## src/rtl/gcd_operand_entry.sv

```systemverilog
// Keypad front end for the GCD datapath: turns decimal key strokes into two
// binary operands and a start strobe held for START_LEN cycles per launch.
module gcd_operand_entry #(
  parameter int         WIDTH      = 5,
  parameter int         MAX_DIGITS = 2,
  parameter int         ACC_W      = 7,
  parameter int         START_LEN  = 1,
  parameter logic [3:0] KEY_ENTER  = 4'hA,
  parameter logic [3:0] KEY_CLEAR  = 4'hB
) (
  input  logic             CLK,
  input  logic             Reset,
  input  logic             key_valid,
  input  logic [3:0]       key_code,
  output logic [WIDTH-1:0] number1,
  output logic [WIDTH-1:0] number2,
  output logic             S,
  output logic             entry_sel,
  output logic             err
);

  localparam int DCNT_W = $clog2(MAX_DIGITS + 1);
  localparam int CNT_W  = (START_LEN > 1) ? $clog2(START_LEN) : 1;
  localparam logic [ACC_W-1:0] OP_MAX = ACC_W'((1 << WIDTH) - 1);

  typedef enum logic [1:0] {
    ST_ENT_A = 2'd0,
    ST_ENT_B = 2'd1,
    ST_START = 2'd2
  } state_t;

  state_t             state_q, state_d;
  logic [ACC_W-1:0]   acc_q, acc_d;
  logic [DCNT_W-1:0]  dcnt_q, dcnt_d;
  logic [WIDTH-1:0]   opa_q, opa_d;
  logic [WIDTH-1:0]   num1_q, num1_d;
  logic [WIDTH-1:0]   num2_q, num2_d;
  logic               err_q, err_d;
  logic [CNT_W-1:0]   cnt_q, cnt_d;

  logic entering_s, is_digit_s, is_enter_s, is_clear_s;
  logic digit_ok_s, enter_bad_s, accept_s, start_done_s;

  assign entering_s   = (state_q != ST_START);
  assign is_digit_s   = key_valid && (key_code <= 4'd9) && entering_s;
  assign is_enter_s   = key_valid && (key_code == KEY_ENTER) && entering_s;
  assign is_clear_s   = key_valid && (key_code == KEY_CLEAR) && entering_s;
  assign digit_ok_s   = is_digit_s && (dcnt_q < DCNT_W'(MAX_DIGITS));
  assign enter_bad_s  = (dcnt_q == {DCNT_W{1'b0}}) || (acc_q == {ACC_W{1'b0}}) ||
                        (acc_q > OP_MAX);
  assign accept_s     = is_enter_s && !enter_bad_s;
  assign start_done_s = (state_q == ST_START) && (cnt_q == CNT_W'(START_LEN - 1));

  always_ff @(posedge CLK) begin
    if (Reset) begin
      state_q <= ST_ENT_A;
    end else begin
      state_q <= state_d;
    end
  end

  always_comb begin
    state_d = state_q;
    case (state_q)
      ST_ENT_A: begin
        if (accept_s) begin
          state_d = ST_ENT_B;
        end else begin
          state_d = ST_ENT_A;
        end
      end
      ST_ENT_B: begin
        if (is_clear_s) begin
          state_d = ST_ENT_A;
        end else if (accept_s) begin
          state_d = ST_START;
        end else begin
          state_d = ST_ENT_B;
        end
      end
      ST_START: begin
        if (start_done_s) begin
          state_d = ST_ENT_A;
        end else begin
          state_d = ST_START;
        end
      end
      default: state_d = ST_ENT_A;
    endcase
  end

  always_comb begin
    S         = (state_q == ST_START);
    entry_sel = (state_q == ST_ENT_B);
    number1   = num1_q;
    number2   = num2_q;
    err       = err_q;
  end

  // Operand datapath; keys are already masked off while the launch is running.
  always_comb begin
    acc_d  = acc_q;
    dcnt_d = dcnt_q;
    opa_d  = opa_q;
    num1_d = num1_q;
    num2_d = num2_q;
    err_d  = err_q;
    if ((state_q == ST_START) && !start_done_s) begin
      cnt_d = cnt_q + CNT_W'(1);
    end else begin
      cnt_d = {CNT_W{1'b0}};
    end
    if (is_clear_s) begin
      acc_d  = {ACC_W{1'b0}};
      dcnt_d = {DCNT_W{1'b0}};
      opa_d  = {WIDTH{1'b0}};
      err_d  = 1'b0;
    end else if (is_enter_s) begin
      acc_d  = {ACC_W{1'b0}};
      dcnt_d = {DCNT_W{1'b0}};
      if (enter_bad_s) begin
        err_d = 1'b1;
      end else if (state_q == ST_ENT_A) begin
        opa_d = acc_q[WIDTH-1:0];
        err_d = 1'b0;
      end else begin
        num1_d = opa_q;
        num2_d = acc_q[WIDTH-1:0];
        err_d  = 1'b0;
      end
    end else if (digit_ok_s) begin
      acc_d  = (acc_q * ACC_W'(10)) + ACC_W'(key_code);
      dcnt_d = dcnt_q + DCNT_W'(1);
      err_d  = 1'b0;
    end else begin
      acc_d = acc_q;
    end
  end

  always_ff @(posedge CLK) begin
    if (Reset) begin
      acc_q  <= {ACC_W{1'b0}};
      dcnt_q <= {DCNT_W{1'b0}};
      opa_q  <= {WIDTH{1'b0}};
      num1_q <= {WIDTH{1'b0}};
      num2_q <= {WIDTH{1'b0}};
      err_q  <= 1'b0;
      cnt_q  <= {CNT_W{1'b0}};
    end else begin
      acc_q  <= acc_d;
      dcnt_q <= dcnt_d;
      opa_q  <= opa_d;
      num1_q <= num1_d;
      num2_q <= num2_d;
      err_q  <= err_d;
      cnt_q  <= cnt_d;
    end
  end

endmodule

```

## config.mk

```make
export PLATFORM = sky130hd
export DESIGN_NAME = gcd_operand_entry
export DESIGN_NICKNAME = d
export VERILOG_FILES = /design/src/rtl/gcd_operand_entry.sv
export SDC_FILE = /design/constraint.sdc
export NUM_CORES = 1
export LEC_CHECK = 0
export ABC_AREA = 1
export BUFFER_PORTS_ARGS = -buffer_cell sky130_fd_sc_hd__clkbuf_2
export CORE_UTILIZATION = 45
export CTS_BUF_LIST = sky130_fd_sc_hd__clkbuf_8
export DETAILED_ROUTE_END_ITERATION = 10
export GPL_TIMING_DRIVEN = 0
export HOLD_SLACK_MARGIN = 0.08
export PLACE_DENSITY = 0.73
export SLEW_MARGIN = 20
export SYNTH_ARGS = -nofsm -noshare
export SYNTH_HDL_FRONTEND = slang
export SYNTH_SLANG_ARGS = --single-unit
```

## constraint.sdc

```tcl
create_clock -name CLK -period 2 [get_ports CLK]
set_input_delay 0 -clock CLK [delete_from_list [all_inputs] [get_ports CLK]]
set_output_delay 0 -clock CLK [all_outputs]
set_load 0.03 [all_outputs]
```

# Word-level counts from Yosys, hierarchy flattened
# Cells that the tools add are included.
[totals] input_bits=7 out_inout_bits=13 reg_bits=28
[classes] reduce_logical=23 mul=1 addsub=3 mux=8 magnitude_cmp=3 eq_ne=5 n_bitwise=5
[ops] op="$logic_and A1 B1 Y1" n=10
[ops] op="$eq A4 B4 Y1 const B" n=2
[ops] op="$add A7 B4 Y7" n=1
[ops] op="$gt A7 B5 Y1 const B" n=1
[ops] op="$logic_not A7 Y1" n=1
[ops] op="$mul A7 B3 Y6 const B" n=1
[ops] op="$mux W2" n=3
[ops] op="$pmux W2 S3" n=1
[ops] op="$not A1 Y1" n=5
[ops] op="$le A4 B4 Y1 const B" n=1
[ops] op="$logic_not A2 Y1" n=2
[ops] op="$mux W1" n=4
[ops] op="$reduce_and A4 Y1" n=1
[ops] op="$reduce_or A2 Y1" n=2
[ops] op="$reduce_and A3 Y1" n=1
[ops] op="$reduce_or A3 Y1" n=1
[ops] op="$add A2 B1 Y2 const B" n=1
[ops] op="$eq A2 B1 Y1 const B" n=1
[ops] op="$eq A2 B2 Y1 const B" n=1
[ops] op="$logic_not A1 Y1" n=2
[ops] op="$logic_or A1 B1 Y1" n=2
[ops] op="$lt A2 B2 Y1 const B" n=1
[ops] op="$ne A2 B2 Y1 const B" n=1
[ops] op="$reduce_bool A2 Y1" n=1
[ops] op="$add A1 B1 Y1 const B" n=1

# Depth between registers and ports, before layout
[logic_depth] depth_word=8 depth_mapped=14 mapped_depth_nobuf=14

# Least setup slack after synthesis
# OpenSTA, ideal clock, no wires.
[synth_timing] kind="flip-flop to flip-flop" from="register acc_q[3]" to="register acc_q[6]" t_arrival_ps=1670 setup_slack_ps=222 stages_incl_launch_ff=11 setup_time_ps=109 n_path_buf=0 cell_sequence="dfxtp_1 -> ha_1 -> ha_1 -> inv_1 -> fa_1 -> nor2_1 -> nand2_1 -> nand3_1 -> nand3_1 -> nand2_1 -> inv_1"
[synth_between] elab_chain_len=2
[synth_rtl] element="from (decl)" line_no="33" source="logic [ACC_W-1:0] acc_q, acc_d;"
[synth_rtl] element="from (signal assigned)" line_no="142" source="acc_q <= {ACC_W{1'b0}};"
[synth_rtl] element="$mul A7 B3 Y6" line_no="132" source="acc_d = (acc_q * ACC_W'(10)) + ACC_W'(key_code);"
[synth_rtl] element="$add A7 B4 Y7" line_no="132"
# Every way passes these cells.
# A chain may end at the register's enable or synchronous reset.

# Worst setup path after layout
[layout_timing] from="register acc_q[1]" to="register acc_q[6]"
# Same word-level chain as after synthesis.

==> metrics.txt <==
Vert. Die Dim=61.1 um; Worst path max stage delay=570 ps; CP Capture Type=flip-flop; # setup viols final=0; first-pass GRT wire length=5.34 mm; layout cells sized above 1=20.8%; clock latency on the worst-skew pair=270 ps; GP Congestion=0.777; top cell type's share of synthesized area=35.7%; syn_area_per_cell=6.88 um^2; r2r setup slk=120 ps; async set-reset flop share out of synthesis=0%; drt first-iter violations=52; nature of the critical path startpoint=flip-flop; Max-cap violations=0; Max VDD drop=0.536 mV; top cell type by total area after synthesis=dfxtp_1; die width=61.1 um; HP Class=in -> reg; Power Dens Cells=585 mW/mm^2; CTS Buffer Depth=2; Fin. Hold Viols=0; post-layout util=55.2%; antenna viol nets, final=0; area grow syn2layout=17.4%; clock sink count=28; diodes inserted=0; fmax=532 MHz; total I/O pin count=20; Final Max Tran Viols=0; Std-Cell Rows=21; Top cell by count, worst path=nand2_1; filler cell count=335; vias per cell=4.70; Ys Warns=0; CP cell instances=ha_4 -> ha_2 -> inv_2 -> fa_2 -> nor2_1 -> nand2_1 -> inv_1 -> nand2_1 -> nand3_2 -> nand2_1 -> inv_1; final setup TNS=0 ps; commonest cells after routing, fill and taps aside=42 x nand2_1, 38 x inv_1, 32 x nor2_1; die area=0.00373 mm^2; Post-synth EDFFs=0; total gr overflow=0; register bit total from synthesis=28; Synthesized Nets=245; fin crit period=1880 ps; Port Buffer Count=19; ranking of synthesized cells by area=dfxtp_1 36%, nand2_1 11%, inv_1 9.6%, nor2_1 7.7%, nand3_1 7.3%; fin crit share=93.9%; number of global-route vias before repair=1230; Clock Skews=2.78 ps; slowest CP cell=fa_2; Clock transition at path regs=90 ps; cells after synthesis=228; initial antenna violation count=0; gr usage total=19.2%; Pre-antenna DRT Iters=4; area occupied by multi-input gates=818 um^2; Pleak=0.899 nW; CP Class=reg -> reg; critical path's top delay family=adder cells; Initial Util=47.0%; CTS tree=done; Core Box Area=0.00334 mm^2; CP Max Fanout=4; Synth Flop Type=dfxtp_1; Seq. cell area=569 um^2; via count=1414; nets=274; wire per inst=10.4 um; post-synthesis sequential area ratio=35.7%; CTS H-tree lvls=1; Syn Std Cell Area=0.00157 mm^2; CP Data Required Time=2180 ps; post-synthesis cell type count=24; root buf cell=clkbuf_8; Post-Route WL=3.12 mm; pin count of the biggest net entering global routing=15; outcome=complete, no violations; DRC=0; WP buf/inv=3; commonest non-fill, non-tap cell in the layout=nand2_1; Final HPWL DP=2.28 mm; CP arrival=2060 ps; clock buffer count from CTS=3
==> per-layer routing <==
metal | GRT usage (%) | vias to the layer above | routed length [um]
met2 | 32.1 | 26 | 1470
met1 | 25.1 | 625 | 1490
met4 | 5.52 | 0 | 31
met3 | 3.78 | 4 | 130
li1 | - | 759 | -
met5 | 0 | - | 0
==> cell type report <==
class	count	share of cell area, %
clock buffers	3	2.24
well taps	46	3.12
inverters	40	8.15
multi-input cells	152	44.4
repair buffers	24	7.47
flip-flops and latches	28	30.9
plain buffers	8	3.67
==> cells by family (layout without fill, tap and decap cells) <==
| family | Yosys count | after routing | share of synthesized area [%] |
|---|---|---|---|
| buffers and inverters | 48 | 75 | 13.9 |
| AND/OR/NAND/NOR | 109 | 109 | 30.3 |
| AO/OA/AOI/OAI | 30 | 30 | 9.81 |
| adder cells (fa/ha/maj) | 10 | 10 | 8.93 |
| XOR/XNOR | 2 | 2 | 1.12 |
| other | 1 | 1 | 0.239 |
| flip-flops | 28 | 28 | 35.7 |
==> stage by stage <==
| stage | hold WS, ps | instance area, um^2 | total power, mW | cells | setup WS (ps) |
|---|---|---|---|---|---|
| finish | 198 | 1840 | 1.08 | 301 | 122 |
| global route | 218 | 1840 | 1.14 | 301 | -1.98 |
| CTS | 186 | 1780 | 1.08 | 298 | 27.7 |
| detailed placement | 191 | 1720 | 0.772 | 293 | 45.3 |
| global placement | 181 | 1720 | 0.768 | 293 | 76.2 |
| floorplan | 62.4 | 1570 | 0.730 | 228 | 222 |
==> worst reg2reg max path, stage by stage (launching register included) <==
cell,delay (ps)
dfxtp_4,370
ha_4,250
ha_2,160
inv_2,40
fa_2,570
nor2_1,50
nand2_1,80
inv_1,40
nand2_1,60
nand3_2,60
nand2_1,70
inv_1,30
==> synth_stat cells (2+ instances only) <==
| cell | number |
|---|---|
| nor2_2 | 4 |
| o21ai_0 | 7 |
| nand2_2 | 2 |
| buf_6 | 4 |
| buf_4 | 2 |
| nand2_1 | 44 |
| nor2_1 | 32 |
| dfxtp_1 | 28 |
| inv_1 | 40 |
| o21ai_1 | 2 |
| fa_1 | 2 |
| ha_1 | 8 |
| nand3_1 | 23 |
| a21oi_1 | 20 |
==> state kept, by name, summed over array words and instances, names as in the netlist <==
register,cells
cnt_q,1
number1,5
state_q,2
number2,5
acc_q,7
dcnt_q,2
opa_q,5
err,1
==> path summary, 6_finish.rpt <==
kind / start / endpoint / cells past startpoint
setup / recovery: acc_q[1] / acc_q[6] / 11
hold / removal: key_code[1] / acc_q[1] / 6
setup reg to reg: acc_q[1] / acc_q[6] / 11
hold reg to reg: cnt_q / state_q[1] / 2
==> where the power goes <==
part,total [mW],internal [mW],leakage [nW],switching (mW)
registers,0.590,0.574,0.229,0.0162
clock network,0.297,0.135,0.0216,0.162
logic,0.189,0.0795,0.648,0.110
total,1.08,0.789,0.899,0.288
==> timing repair <==
item                                    4_1_cts  5_1_grt
hold endpoints to repair                      3        0
setup buffers                                 0        3
endpoints found under the setup margin        0        1
gates resized for setup                       0       13
hold buffers                                  2        0
No activity file was read; power rests on OpenSTA's default activity.
